==> src/rtl/count_yi_pkg.sv <==
// Shared definitions for the descending index generators: FSM encoding and default index width.
package count_yi_pkg;

    localparam int DEFAULT_BITS_OF_END_NUMBER = 10;

    localparam logic [1:0] S_IDLE = 2'd0;
    localparam logic [1:0] S_RUN  = 2'd1;
    localparam logic [1:0] S_DONE = 2'd2;

    typedef enum logic [1:0] {
        ST_IDLE = S_IDLE,
        ST_RUN  = S_RUN,
        ST_DONE = S_DONE
    } state_e;

endpackage

==> src/rtl/count_down_yi.sv <==
// Single-level down counter: captures its bounds on load, steps down on enable,
// and reloads the high bound once it has reached (or started at/below) the low bound.
module count_down_yi
    import count_yi_pkg::*;
#(
    parameter int BITS_OF_END_NUMBER = DEFAULT_BITS_OF_END_NUMBER
) (
    input  logic                          clk,
    input  logic                          reset,
    input  logic                          load,
    input  logic                          enable,
    input  logic [BITS_OF_END_NUMBER-1:0] high_number,
    input  logic [BITS_OF_END_NUMBER-1:0] low_number,
    output logic [BITS_OF_END_NUMBER-1:0] q,
    output logic                          last
);

    localparam logic [BITS_OF_END_NUMBER-1:0] ONE = 1;

    logic [BITS_OF_END_NUMBER-1:0] high_q;
    logic [BITS_OF_END_NUMBER-1:0] low_q;

    // Unsigned <= so a high bound below the low bound yields one value and q never underflows.
    assign last = (q <= low_q);

    always_ff @(posedge clk or negedge reset) begin
        if (!reset) begin
            q      <= '0;
            high_q <= '0;
            low_q  <= '0;
        end else if (load) begin
            q      <= high_number;
            high_q <= high_number;
            low_q  <= low_number;
        end else if (enable) begin
            if (last) begin
                q <= high_q;
            end else begin
                q <= q - ONE;
            end
        end
    end

endmodule

==> src/rtl/count_down_nest_yi.sv <==
// Two-level descending (outer, inner) index generator presented on a valid/ready stream,
// used for reverse-order read-back of buffers written in ascending order.
module count_down_nest_yi
    import count_yi_pkg::*;
#(
    parameter int BITS_OF_END_NUMBER = DEFAULT_BITS_OF_END_NUMBER
) (
    input  logic                          clk,
    input  logic                          reset,
    input  logic                          start,
    input  logic [BITS_OF_END_NUMBER-1:0] in_high_number,
    input  logic [BITS_OF_END_NUMBER-1:0] in_low_number,
    input  logic [BITS_OF_END_NUMBER-1:0] out_high_number,
    input  logic [BITS_OF_END_NUMBER-1:0] out_low_number,
    input  logic                          addr_ready,
    output logic                          addr_valid,
    output logic [BITS_OF_END_NUMBER-1:0] inner_q,
    output logic [BITS_OF_END_NUMBER-1:0] outer_q,
    output logic                          inner_last,
    output logic                          seq_last,
    output logic                          busy,
    output logic                          done
);

    state_e state_q;
    logic   addr_valid_q;
    logic   busy_q;
    logic   done_q;

    logic   load;
    logic   beat;
    logic   innerAtLow;
    logic   outerAtLow;
    logic   innerEnable;
    logic   outerEnable;

    assign load       = (state_q == ST_IDLE) && start;
    assign beat       = addr_valid_q && addr_ready;
    assign inner_last = addr_valid_q && innerAtLow;
    assign seq_last   = inner_last && outerAtLow;

    // Counters freeze on the final beat so the last pair stays visible after the run.
    assign innerEnable = beat && !seq_last;
    assign outerEnable = beat && inner_last && !seq_last;

    count_down_yi #(.BITS_OF_END_NUMBER(BITS_OF_END_NUMBER)) u_inner (
        .clk        (clk),
        .reset      (reset),
        .load       (load),
        .enable     (innerEnable),
        .high_number(in_high_number),
        .low_number (in_low_number),
        .q          (inner_q),
        .last       (innerAtLow)
    );

    count_down_yi #(.BITS_OF_END_NUMBER(BITS_OF_END_NUMBER)) u_outer (
        .clk        (clk),
        .reset      (reset),
        .load       (load),
        .enable     (outerEnable),
        .high_number(out_high_number),
        .low_number (out_low_number),
        .q          (outer_q),
        .last       (outerAtLow)
    );

    always_ff @(posedge clk or negedge reset) begin
        if (!reset) begin
            state_q      <= ST_IDLE;
            addr_valid_q <= 1'b0;
            busy_q       <= 1'b0;
            done_q       <= 1'b0;
        end else begin
            case (state_q)
                ST_IDLE: begin
                    if (start) begin
                        state_q      <= ST_RUN;
                        addr_valid_q <= 1'b1;
                        busy_q       <= 1'b1;
                    end
                end
                ST_RUN: begin
                    if (beat && seq_last) begin
                        state_q      <= ST_DONE;
                        addr_valid_q <= 1'b0;
                        done_q       <= 1'b1;
                    end
                end
                ST_DONE: begin
                    state_q <= ST_IDLE;
                    busy_q  <= 1'b0;
                    done_q  <= 1'b0;
                end
                default: begin
                    state_q      <= ST_IDLE;
                    addr_valid_q <= 1'b0;
                    busy_q       <= 1'b0;
                    done_q       <= 1'b0;
                end
            endcase
        end
    end

    assign addr_valid = addr_valid_q;
    assign busy       = busy_q;
    assign done       = done_q;

endmodule

==> config.mk <==
export PLATFORM = sky130hd
export DESIGN_NAME = count_down_nest_yi
export DESIGN_NICKNAME = d
export VERILOG_FILES = /design/src/rtl/count_yi_pkg.sv /design/src/rtl/count_down_yi.sv /design/src/rtl/count_down_nest_yi.sv
export SDC_FILE = /design/constraint.sdc
export NUM_CORES = 1
export LEC_CHECK = 0
export BUFFER_PORTS_ARGS = -buffer_cell sky130_fd_sc_hd__buf_2
export CAP_MARGIN = 20
export CORE_MARGIN = 2
export CORE_UTILIZATION = 60
export CTS_CLUSTER_SIZE = 25
export DETAILED_ROUTE_END_ITERATION = 12
export PLACE_DENSITY = 0.85
export SETUP_SLACK_MARGIN = 0.3
export SYNTH_ARGS = -nofsm -noshare
export SYNTH_HDL_FRONTEND = slang
export SYNTH_HIERARCHICAL = 1
export SYNTH_SLANG_ARGS = --single-unit
==> constraint.sdc <==
create_clock -name clk -period 4.8 [get_ports clk]
set_input_delay 0.24 -clock clk [delete_from_list [all_inputs] [get_ports clk]]
set_output_delay 0.24 -clock clk [all_outputs]
set_load 0.01 [all_outputs]
== Word-level counts from Yosys, hierarchy flattened ==
Index checks and enable logic that the tools add are counted.

* Logic and storage cells: 52
* Flip-flop bits (word level): 65
* Output and inout port bits: 25

* Eq/ne operators: 4
* Muxes and demuxes: 15
* Magnitude comparators: 2
* Reductions and logical operators: 16
* Add/subtract/negate cells: 2
* Bitwise operators: 3

{| class="wikitable"
|+ Operators with widths
! operator !! number
|-
| 10-bit 2-to-1 mux || 6
|-
| 10-bit less-or-equal comparator || 2
|-
| 10-bit by 1-bit subtractor with 10-bit output, second input constant || 2
|-
| 1-bit logical AND || 8
|-
| 2-bit AND reduction || 3
|-
| 2-bit 2-to-1 mux || 2
|-
| 2-bit inequality test, second input constant || 2
|-
| 1-bit one-hot mux with 2 select lines || 2
|-
| 2-bit one-hot mux with 2 select lines || 1
|-
| 2-bit nonzero test || 2
|-
| 1-bit 2-to-1 mux || 3
|-
| 1-bit NOT || 3
|-
| 1-bit one-hot mux with 3 select lines || 1
|-
| 3-bit AND reduction || 1
|-
| 2-bit by 1-bit equality test with 1-bit output, second input constant || 1
|-
| 2-bit equality test, second input constant || 1
|-
| 2-bit logical NOT || 1
|-
| 1-bit logical NOT || 1
|}

== Logic depth before layout (Yosys ltp) ==
* Depth after elaboration: 7
* Gate-level depth with buffers: 14

== Hierarchy ==
The synthesis kept the hierarchy.

{| class="wikitable"
|+ By module, submodules not included
! module !! area each (sq um) !! seq. area each (sq um) !! instances !! cells an instance
|-
| count_down_yi || 1,786.7 || 750.7 || 2 || 167
|-
| count_down_nest_yi || 241.5 || 125.1 || 1 || 23
|}

== Worst setup path before layout ==
No wires, ideal clock.

* Kind: register to register
* Start point: register u_inner.q[3]
* End point: register u_outer.q[9]
* Clock period less this slack: 3.454 ns
* Setup time: 0.126 ns
* Stages on the path, launching flop included: 14
* Data arrival time: 3.328 ns
* Setup slack: 1.346 ns
* Cell sequence: dfrtp_1 > ha_1 > a21o_1 > a21o_1 > a2111oi_4 > or2_1 > buf_2 > and2_1 > and3b_1 > or4b_4 > nor4_4 > xnor2_1 > nor4_2 > a221o_1

* Cells in the longest elaborated chain, start to end: 6

{| class="wikitable"
|+ Ends and longest elaborated chain
! item !! line !! RTL
|-
| start: declaration || count_down_yi.sv:14 || <nowiki>output logic [BITS_OF_END_NUMBER-1:0] q,</nowiki>
|-
| start signal: assignment || count_down_yi.sv:32 || <nowiki>q <= high_number;</nowiki>
|-
| start signal: assignment || count_down_yi.sv:37 || <nowiki>q <= high_q;</nowiki>
|-
| start signal: assignment || count_down_yi.sv:39 || <nowiki>q <= q - ONE;</nowiki>
|-
| 10-bit less-or-equal comparator (*) || count_down_yi.sv:24 || <nowiki>assign last = (q <= low_q);</nowiki>
|-
| net innerAtLow || count_down_nest_yi.sv:32 || <nowiki>logic innerAtLow;</nowiki>
|-
| 1-bit logical AND (*) || count_down_nest_yi.sv:39 || <nowiki>assign inner_last = addr_valid_q && innerAtLow;</nowiki>
|-
| net inner_last || count_down_nest_yi.sv:19 || <nowiki>output logic inner_last,</nowiki>
|-
| 1-bit logical AND || count_down_nest_yi.sv:40 || <nowiki>assign seq_last = inner_last && outerAtLow;</nowiki>
|-
| 1-bit logical NOT || count_down_nest_yi.sv:44 || <nowiki>assign outerEnable = beat && inner_last && !seq_last;</nowiki>
|-
| 1-bit logical AND (*) || count_down_nest_yi.sv:44 ||
|-
| net outerEnable || count_down_nest_yi.sv:35 || <nowiki>logic outerEnable;</nowiki>
|-
| 2-bit nonzero test (no line) (*) || -- ||
|-
| end signal: assignment || count_down_yi.sv:32 ||
|-
| end signal: assignment || count_down_yi.sv:37 ||
|-
| end signal: assignment || count_down_yi.sv:39 ||
|-
| end: declaration || count_down_yi.sv:14 ||
|}

The timed path passes the listed nets; every way through them passes the cells marked *.
A chain may end at the register's enable or synchronous reset.

== Final worst setup path ==
* Start point: register u_inner.q[3]
* End point: register u_outer.q[9]

* Cells in the longest elaborated chain, start to end: 6

{| class="wikitable"
|+ Ends and longest elaborated chain
! item !! line
|-
| 10-bit less-or-equal comparator (*) || count_down_yi.sv:24
|-
| net innerAtLow || count_down_nest_yi.sv:32
|-
| 1-bit logical AND (*) || count_down_nest_yi.sv:39
|-
| 1-bit logical AND || count_down_nest_yi.sv:40
|-
| 1-bit logical NOT || count_down_nest_yi.sv:44
|-
| 1-bit logical AND (*) || count_down_nest_yi.sv:44
|-
| net outerEnable || count_down_nest_yi.sv:35
|-
| 2-bit nonzero test (no line) (*) || --
|}

Marks and branches as above.

==> run summary <==
The run finished with clean final reports. The clock transition at the registers of the reported paths works out to 0.07 ns. Once the clock tree was built, the resizer swapped 0 gates to a different size.

The placement row count came out at 29. The transition time at the pin with the least slew margin was 0.903 ns. The tools report the sequential cell area in the final layout as 1630 µm². The clock tree root driver cell is clkbuf_8.

Counting along the longest clock path gives a buffer depth of 2. Setup violations remaining at the end of the flow were counted as 0. The worst setup path is launched from a register. Counting the buffers created by CTS gives 9. The run gives 6240 µm² as the placeable core region.

The global-route total usage across every layer was 26.7%. The tools report the fraction of power consumed by the clock network as 11.2%. The die covers 7010 µm². The xor and xnor area share after synthesis was 3.67%; the simple-gate portion of the synthesized area was 15.2%. The ratio of routed vias to standard cells works out to 6.07. In this run, post-CTS hold repair placed 0 buffers. Combinational logic is responsible for 55.9% of the overall power. The leakage power was 1.92 nW; the async set-reset flop share out of synthesis was 100%.

In this run, synthesis inferred 0 flip-flops with an integrated enable. The tools report the overflow left after global routing as 0. The tools report the clock sink count as 65.

The net switching power of the design came out at 1.55 mW. The end of the worst register-to-register path is u_outer/q[9]$_DFFE_PN0P_. Sequential cells were found to cover 42.6% of the synthesized design area.

For the final-layout fill cell count, the log shows 460. In the layout the commonest cells are buf_2 (68), dfrtp_1 (65), inv_1 (32). The net count after synthesis came out at 423. 69 I/O pins were placed. The vertical die dimension was 83.7 µm.

The tools report the worst hold margin as 0.0812 ns. The tools report the part of the total power dissipated in sequential elements as 32.8%. Number of cells traversed by the worst register-to-register path: 13. The main combinational cell family by area after synthesis was compound AO/OA/AOI/OAI gates. The proportion of total power due to net switching came out at 46.1%. The tools report the worst clock skew on the final layout as 0.00728 ns. The max-slew violation count was 0.

Yosys attributes the largest share of cell area to dfrtp_1 (43%), ha_1 (7.2%), mux2_2 (5.3%). For this run, design rule violations remaining after detail routing come to 0. The tools report the number of detailed-route iterations in the first pass as 5. The per-cell routed wire length was 17.5 µm. TritonCTS built the clock tree. The synthesized netlist cell count is 357, and the detailed-route via count is 3075. The synthesized netlist contains 48 unique library cells. The fraction of the mapped netlist area in adder cells came out at 7.22%.

The per-instance average area after synthesis was 10.7 µm²; the post-CTS setup-driven buffer insertion count was 0. The worst min-delay path category was input port to asynchronous set/reset pin. The area taken by multi-input logic gates is 1990 µm², and the number of synthesized register bits is 65. Dividing total power by cell area gives a power density of 769 nW/µm². The maximum number of pins on one net before global-route repair is 66, and the estimated wirelength of the detail-placed design is 6.33 mm. The leading cell type in the layout, fill and taps excluded is buf_2. The startpoint of the worst register-to-register path is u_inner/q[3]$_DFFE_PN0P_.

Input and output buffers added on the ports amount to 68. Internal power comes to 1.82 mW. The horizontal extent of the die was 83.7 µm. STA classifies the critical path endpoint as a register. The number of antenna violations at the first check in global routing is 0. Once the floorplan was initialized, standard cells occupied 61.1% of the core.

Of the cells placed in the final design, the portion with a size suffix greater than 1 is 30.5%. Along the worst path, the maximum fanout reaches 11. The worst pin sits at a relative slew slack of 39.8%.

The post-synthesis compound-gate area fraction was 18.6%; the achievable frequency was 0.244 GHz. After layout, the worst path uses 85.4% of the clock period. Wires add up to 8.86 mm. The via count of the first global-routing pass is 3114. Remaining number of nets flagged by the antenna check after routing: 0. Setup repair after global routing left no endpoint under its margin. The top cell type by area accounts for 42.6% of the synthesized area. Category of the critical setup timing path: register to register. The run gives 0.996 as the final weighted congestion of routability-driven global placement. After layout, the minimum clock period comes to 4.10 ns. Summed over all instances, the cell type with the most area after synthesis is dfrtp_1. Total count of hold-check failures in the final report: 0.

Peak supply drop: 0.000422 V. For the net total in the final layout, the log shows 491. Relative to the synthesized area, the layout overhead comes to 14.9%.

Max-cap violations in this run came to 0. The run gives 3 as the H-tree level count. Measured against the total synthesized area, the mux share comes to 7.41%. Most frequently used flop master after synthesis: dfrtp_1. The first-pass GRT wire length came out at 15.0 mm. The run gives 283 as the detailed router's first-iteration violation count. In this run the register-to-register setup slack is 0.70 ns. Clock latency on the worst-skew pair, taken at its later pin, is 0.34 ns. The worst endpoint data arrival time was 4.32 ns. During synthesis, Yosys emitted a total of 6 warnings. The repair_antennas step left the layout with diodes totalling 0.

The final-layout setup total negative slack was 0 ns; the required arrival time at the worst endpoint was 5.02 ns. The area of the mapped netlist was 3810 µm².
[worst max-delay path: stages (launching register included)]
cell	delay, ns
dfrtp_1	0.50
ha_1	0.37
a21o_1	0.18
a21o_1	0.20
a2111oi_4	0.33
buf_4	0.24
or2_1	0.25
and2_1	0.18
and3b_1	0.49
or4b_4	0.57
nor4_4	0.17
xnor2_1	0.18
nor4_2	0.05
a221o_1	0.27
[synth_stat cells, types with 6 or more instances]
cell,count
ha_1,22
nor4_2,8
inv_1,32
a311o_1,6
dfrtp_1,65
o21ai_0,28
clkbuf_1,6
a21o_1,6
nor2_1,12
mux2i_1,8
nand2_1,31
nor4_1,6
mux2_2,18
o211ai_1,6
a22o_1,6
buf_2,6
xnor2_1,16
nand4_1,7
[sequential cells by signal (all words and copies together) (netlist names)]
register,count
u_outer/high_q,10
addr_valid,1
state_q,2
u_outer/q,10
done,1
u_outer/low_q,10
u_inner/q,10
busy,1
u_inner/low_q,10
u_inner/high_q,10
[layer usage]
metal,track usage (%),share of wire (%),vias up,routed length [µm]
li1,-,-,1454,-
met1,37.8,47,1508,4140
met2,41.0,46,94,4080
met3,4.75,5.0,19,443
met4,10.6,2.3,0,201
met5,0,0,-,0
[worst max path at each step]
stage                        startpoint                        to  slack (ns)  cells past startpoint
6_report       u_inner/q[3]$_DFFE_PN0P_  u_outer/q[9]$_DFFE_PN0P_        0.70                     13
3_3_place_gp   u_inner/q[3]$_DFFE_PN0P_  u_outer/q[9]$_DFFE_PN0P_        0.77                     13
4_1_cts        u_inner/q[3]$_DFFE_PN0P_  u_outer/q[9]$_DFFE_PN0P_        0.72                     13
2_1_floorplan  u_inner/q[3]$_DFFE_PN0P_  u_outer/q[9]$_DFFE_PN0P_        1.35                     13
3_5_place_dp   u_inner/q[3]$_DFFE_PN0P_  u_outer/q[9]$_DFFE_PN0P_        0.74                     13
5_1_grt        u_outer/q[3]$_DFFE_PN0P_  u_inner/q[9]$_DFFE_PN0P_        0.44                     11
[per-stage QoR]
| step | util [%] | worst slack [ns] | cells | total power [mW] | instance area, µm² |
|---|---|---|---|---|---|
| final | 70.2 | 0.701 | 507 | 3.37 | 4380 |
| after CTS | 70.2 | 0.724 | 507 | 3.35 | 4380 |
| after global routing | 70.2 | 0.439 | 507 | 3.63 | 4380 |
| after global placement | 67.7 | 0.768 | 491 | 2.86 | 4230 |
| after detailed placement | 67.7 | 0.744 | 491 | 2.96 | 4230 |
| after floorplan | - | 1.35 | 357 | 2.44 | 3810 |
[cell families (layout without fill, tap and decap cells)]
group / count (synthesis) / count (layout)
AND/OR/NAND/NOR: 90 / 90
buffers and inverters: 50 / 123
adder cells (fa/ha/maj): 22 / 22
AO/OA/AOI/OAI: 88 / 88
multiplexers: 26 / 26
XOR/XNOR: 16 / 16
flip-flops: 65 / 65
[power groups by stage]
stage          Clock [mW]  Sequential, mW  Combinational (mW)
2_1_floorplan           0            1.06                1.37
3_3_place_gp            0            1.08                1.78
3_5_place_dp            0            1.11                1.85
4_1_cts             0.384            1.10                1.86
5_1_grt             0.411            1.14                2.08
6_report            0.378            1.11                1.88
[area by class of cell]
| cell class | instances | area share, % |
|---|---|---|
| sequential | 65 | 37.1 |
| multi-input combinational | 242 | 45.4 |
| tap | 77 | 2.20 |
| timing repair buffer | 75 | 8.96 |
| inverter | 32 | 2.74 |
| clock inverter | 4 | 0.457 |
| clock buffer | 12 | 3.08 |
(Power assumes the default switching activity.)
